### config.mk
export PLATFORM = sky130hd
export DESIGN_NAME = divider_8bit_seq
export DESIGN_NICKNAME = d
export VERILOG_FILES = /design/src/rtl/divider_8bit_seq.sv
export SDC_FILE = /design/constraint.sdc
export NUM_CORES = 1
export LEC_CHECK = 0
export ABC_AREA = 1
export CAP_MARGIN = 20
export CORE_MARGIN = 1.5
export CORE_UTILIZATION = 49
export CTS_CLUSTER_SIZE = 20
export DETAILED_ROUTE_END_ITERATION = 8
export PLACE_DENSITY = 0.76
export SLEW_MARGIN = 0
export SYNTH_ARGS = -nofsm -noshare
export SYNTH_HDL_FRONTEND = slang
export SYNTH_SLANG_ARGS = --single-unit
### constraint.sdc
create_clock -name CLOCK_50 -period 1.73 [get_ports CLOCK_50]
set_input_delay 0.346 -clock CLOCK_50 [delete_from_list [all_inputs] [get_ports CLOCK_50]]
set_output_delay 0.346 -clock CLOCK_50 [all_outputs]
set_load 0.02 [all_outputs]
### src/rtl/divider_8bit_seq.sv
// Sequential unsigned restoring divider producing one quotient bit per clock.
// Start/Busy/Done handshake; results hold until the next completion or reset.
module divider_8bit_seq #(
   parameter int WIDTH = 8
) (
   input  logic             CLOCK_50,
   input  logic             Reset,
   input  logic             Start,
   input  logic [WIDTH-1:0] Dividend,
   input  logic [WIDTH-1:0] Divisor,
   output logic [WIDTH-1:0] Quotient,
   output logic [WIDTH-1:0] Remainder,
   output logic             Busy,
   output logic             Done,
   output logic             DivByZero
);

   localparam int CW = $clog2(WIDTH) + 1;
   localparam logic [CW-1:0] LAST_ITER = CW'(WIDTH - 1);

   localparam logic [1:0] ST_IDLE  = 2'd0;
   localparam logic [1:0] ST_RUN   = 2'd1;
   localparam logic [1:0] ST_DZERO = 2'd2;

   logic [1:0]       state_r;
   logic [CW-1:0]    count_r;
   logic [WIDTH-1:0] q_r;
   logic [WIDTH-1:0] d_r;
   logic [WIDTH-1:0] r_r;

   logic [WIDTH:0]   rs_s;
   logic [WIDTH-1:0] diff_s;
   logic             ge_s;
   logic [WIDTH-1:0] q_next_s;
   logic [WIDTH-1:0] r_next_s;

   // One restoring step: shift in the next dividend bit and trial-subtract.
   // The partial remainder never exceeds the divisor, so its top bit lives
   // only in the shifted value rs_s and need not be stored.
   always_comb begin
      rs_s     = {r_r, q_r[WIDTH-1]};
      diff_s   = rs_s[WIDTH-1:0] - d_r;
      ge_s     = (rs_s >= {1'b0, d_r});
      q_next_s = {q_r[WIDTH-2:0], ge_s};
      if (ge_s) begin
         r_next_s = diff_s;
      end else begin
         r_next_s = rs_s[WIDTH-1:0];
      end
   end

   // Control FSM, iteration datapath and registered result outputs.
   always_ff @(posedge CLOCK_50) begin
      if (Reset) begin
         state_r   <= ST_IDLE;
         count_r   <= {CW{1'b0}};
         q_r       <= {WIDTH{1'b0}};
         d_r       <= {WIDTH{1'b0}};
         r_r       <= {WIDTH{1'b0}};
         Quotient  <= {WIDTH{1'b0}};
         Remainder <= {WIDTH{1'b0}};
         Busy      <= 1'b0;
         Done      <= 1'b0;
         DivByZero <= 1'b0;
      end else begin
         Done <= 1'b0;
         case (state_r)
            ST_IDLE: begin
               if (Start) begin
                  q_r     <= Dividend;
                  d_r     <= Divisor;
                  r_r     <= {WIDTH{1'b0}};
                  count_r <= {CW{1'b0}};
                  if (Divisor != {WIDTH{1'b0}}) begin
                     state_r <= ST_RUN;
                     Busy    <= 1'b1;
                  end else begin
                     state_r <= ST_DZERO;
                  end
               end
            end
            ST_RUN: begin
               q_r     <= q_next_s;
               r_r     <= r_next_s;
               count_r <= count_r + CW'(1);
               if (count_r == LAST_ITER) begin
                  Quotient  <= q_next_s;
                  Remainder <= r_next_s;
                  DivByZero <= 1'b0;
                  Done      <= 1'b1;
                  Busy      <= 1'b0;
                  state_r   <= ST_IDLE;
               end
            end
            ST_DZERO: begin
               // q_r still holds the dividend captured at accept.
               Quotient  <= {WIDTH{1'b1}};
               Remainder <= q_r;
               DivByZero <= 1'b1;
               Done      <= 1'b1;
               state_r   <= ST_IDLE;
            end
            default: begin
               state_r <= ST_IDLE;
               Busy    <= 1'b0;
            end
         endcase
      end
   end

endmodule
==> impl_metrics.toml <==
[grt]
grt_overflow_total = 0
grt_max_degree = 20
track_usage_pct = 23.3
antenna_found_initial = 0
grt_first_pass_wirelength_um = 10100
grt_pass1_vias = 2331

[clock_network]
root_buffer = "clkbuf_8"
cts_made_buffers = 5
cts.sinks = 49
path_clk_slew_ps = 90
clock_latency_ps = 310
htreeDepth = 2
cts_buffer_depth = 2
cts_tree = "built"

[yosys]
synthAdderAreaFrac_pct = 6.55
synth_top_cell_by_area = "dfxtp_1"
yosysWarnings = 0
synth.distinct_cells = 33
netlist_area_um2 = 2600
synth_compound_area_share_pct = 19.9
synthMostInstantiatedCell = "nand2_1"
synthXorXnorAreaFrac_pct = 1.01
ys_seq_area_share_pct = 37.8
synth_top_family_by_area = "simple AND/OR/NAND/NOR gates"
synth_cells = 350
netlist_top_cells_count = "nand2_1 (82), dfxtp_1 (49), inv_1 (36)"
yosysTopAreaCellShare_pct = 37.8
synth.area.top_cells = "dfxtp_1 (38%), nand2_1 (12%), a21oi_1 (6.6%)"
muxShareOfSynthArea_pct = 0
ys_ff_latch = 49
synth-edff-count = 0
syn-num-nets = 382
synthSimpleGateAreaFrac_pct = 26.7
async_reset_ff_share_pct = 0
synthFlopType = "dfxtp_1"
syn_avg_cell_area_um2 = 7.42

[sta]
fin_crit_sh_pct = 96.9
slew_headroom_pct = 79.0
min_period_ps = 1680
tightest_slew_ps = 312
whs_ps = 460
worst_clock_skew_ps = 13.1
setup_violations = 0
hold_viol = 0
drv_slew = 0
fin_setup_tns_ps = 0
setup_ws_ps = 53.2
fmax_ghz = 0.596
rsz0062_at_grt = "true"

[final_layout]
instances_no_fill = 483
nets = 444
drive_gt1_share_pct = 29.1
area_growth_pct = 35.9
antenna-diode-count = 0
fillers = 413

[floorplan]
die_h_um = 75.8
start_util_pct = 50.9
die_w_um = 75.8
core_um2 = 5110
dieArea_um2 = 5750
fp-row-count = 26
ioPinCount = 38

[placed_design]
port_buffers = 37
place_congestion = 0.838
dp.cells = 465
place_ws_ps = -95.1
dp_hpwl_um = 4640

[drt]
vias = 2642
drc_errors = 0
drtIter0Drc = 206
post_drt_wl_per_cell_um = 14.0
wirelength_um = 6750
viasPerCell = 5.47
dr.pass1.iters = 5
ant_nets = 0

[power_and_ir_drop]
power.leakage_nw = 1.44
power_density_nw_per_um2 = 1180
vdd_drop_max_mv = 0.559

[worst_setup_path]
crit_path_max_incr_delay_ps = 400
cp_slowest_cell = "dfxtp_1"
end_kind = "flop"
worst-endpoint-required_ps = 1920
worstPathCellList = "ha_4, nand2_1, nand2_1, nand2_1, nand2_2, a21oi_4, buf_12, buf_6, nand3b_1, nand3_1, a21oi_1"
crit_path_frequent_cell = "nand2_1"
worstSetupPathType = "flop to flop"
startpoint_type = "flop"
cp_data_arrival_time_ps = 1870
cp_max_fo = 7

[job]
cap_violations = 0

[min_path]
hp-class = "flop to flop"

[run_status]
status = "finished clean"
## stage by stage
stage | util, % | cell area [um^2] | total power [mW]
global placement | 61.6 | 3150 | 3.06
floorplan | - | 2600 | 2.56
global route | 69.1 | 3530 | 4.43
detailed placement | 61.6 | 3150 | 3.10
CTS | 64.9 | 3320 | 3.86
finish | 69.1 | 3530 | 4.18
## layout make-up
class	count	area (um^2)	share of cell area (%)
tap	70	87.6	2.48
clock inverter	3	22.5	0.638
multi-input combinational	252	1590	45.1
inverter	38	146	4.15
clock buffer	5	68.8	1.95
timing repair buffer	66	621	17.6
sequential	49	992	28.1
## sequential cells by signal (all words and copies together) (netlist names)
register / cells
r_r: 8
Busy: 1
Done: 1
DivByZero: 1
count_r: 4
Remainder: 8
Quotient: 8
state_r: 2
d_r: 8
q_r: 8
## metal layers
| metal | part of all wire (%) | GRT usage (%) |
|---|---|---|
| met5 | 0 | 0 |
| met4 | 2.2 | 9.72 |
| met3 | 6.2 | 4.76 |
| met2 | 48 | 38.2 |
| met1 | 43 | 29.7 |
## path summary, 6_finish.rpt
| check | from | endpoint | slack (ps) | depth (start not counted) |
|---|---|---|---|---|
| worst max-delay path | r_r[5] | r_r[2] | 50 | 11 |
| worst min-delay path | Busy | Busy | 460 | 2 |
| worst max register to register | r_r[5] | r_r[2] | 50 | 11 |
| worst min register to register | Busy | Busy | 460 | 2 |
## power breakdown
part	switching [mW]	total, mW	leakage, nW	internal, mW
clock network	0.398	0.682	0.0364	0.284
registers	0.105	1.39	0.405	1.29
logic	1.20	2.11	0.997	0.911
## cells in the final DEF, fill, tap and decap left out, types with 2 or more instances in the layout
cell type        Yosys  final
or2_2                2      2
xnor2_1              2      2
a21oi_1             34     31
nor2_2               2      2
nand3b_1             2      2
a31oi_1              8      8
nand2_1             82     74
a21oi_2             10     13
ha_4                 0      8
buf_12               0      2
and3_1               2      2
o21ai_0             26     25
dfxtp_2              0      9
o221a_2              4      4
buf_4                4     25
buf_6                0      2
inv_2                2      8
inv_1               36     29
nand2_4              2      3
nor3_1               2      2
nand3_1             20     17
nand2_2             13     22
nor2_1              14     13
nand3_2              2      4
ha_1                12      3
nand4_1              3      3
clkinvlp_4           0      4
dfxtp_1             49     40
nor4_1               2      2
clkdlybuf4s50_1      0     37
clkbuf_8             0      5
## logic make-up (layout without fill, tap and decap cells)
kind of cell	after synthesis	in the layout
and+or+nand+nor	149	151
xor gates and xnor gates	3	3
DFF	49	49
AOI/OAI and AO/OA	85	85
buffers and inverters	51	112
adders and majority gates	13	13
## timing repair
action,in CTS,in global routing
resized for setup,7,40
endpoints found under the hold margin,0,0
pin swaps,2,14
endpoints found under the setup margin,18,25
cloned,1,1
hold buffers,0,0
buffers inserted,2,6
## critical path: cells and delay by family (launching register included)
| kind | cells | cell delay, ps |
|---|---|---|
| fa+ha+maj | 1 | 240 |
| simple gates | 6 | 480 |
| compound gates | 2 | 190 |
| buf+inv | 2 | 240 |
| flops | 1 | 400 |
(Power assumes the default switching activity.)
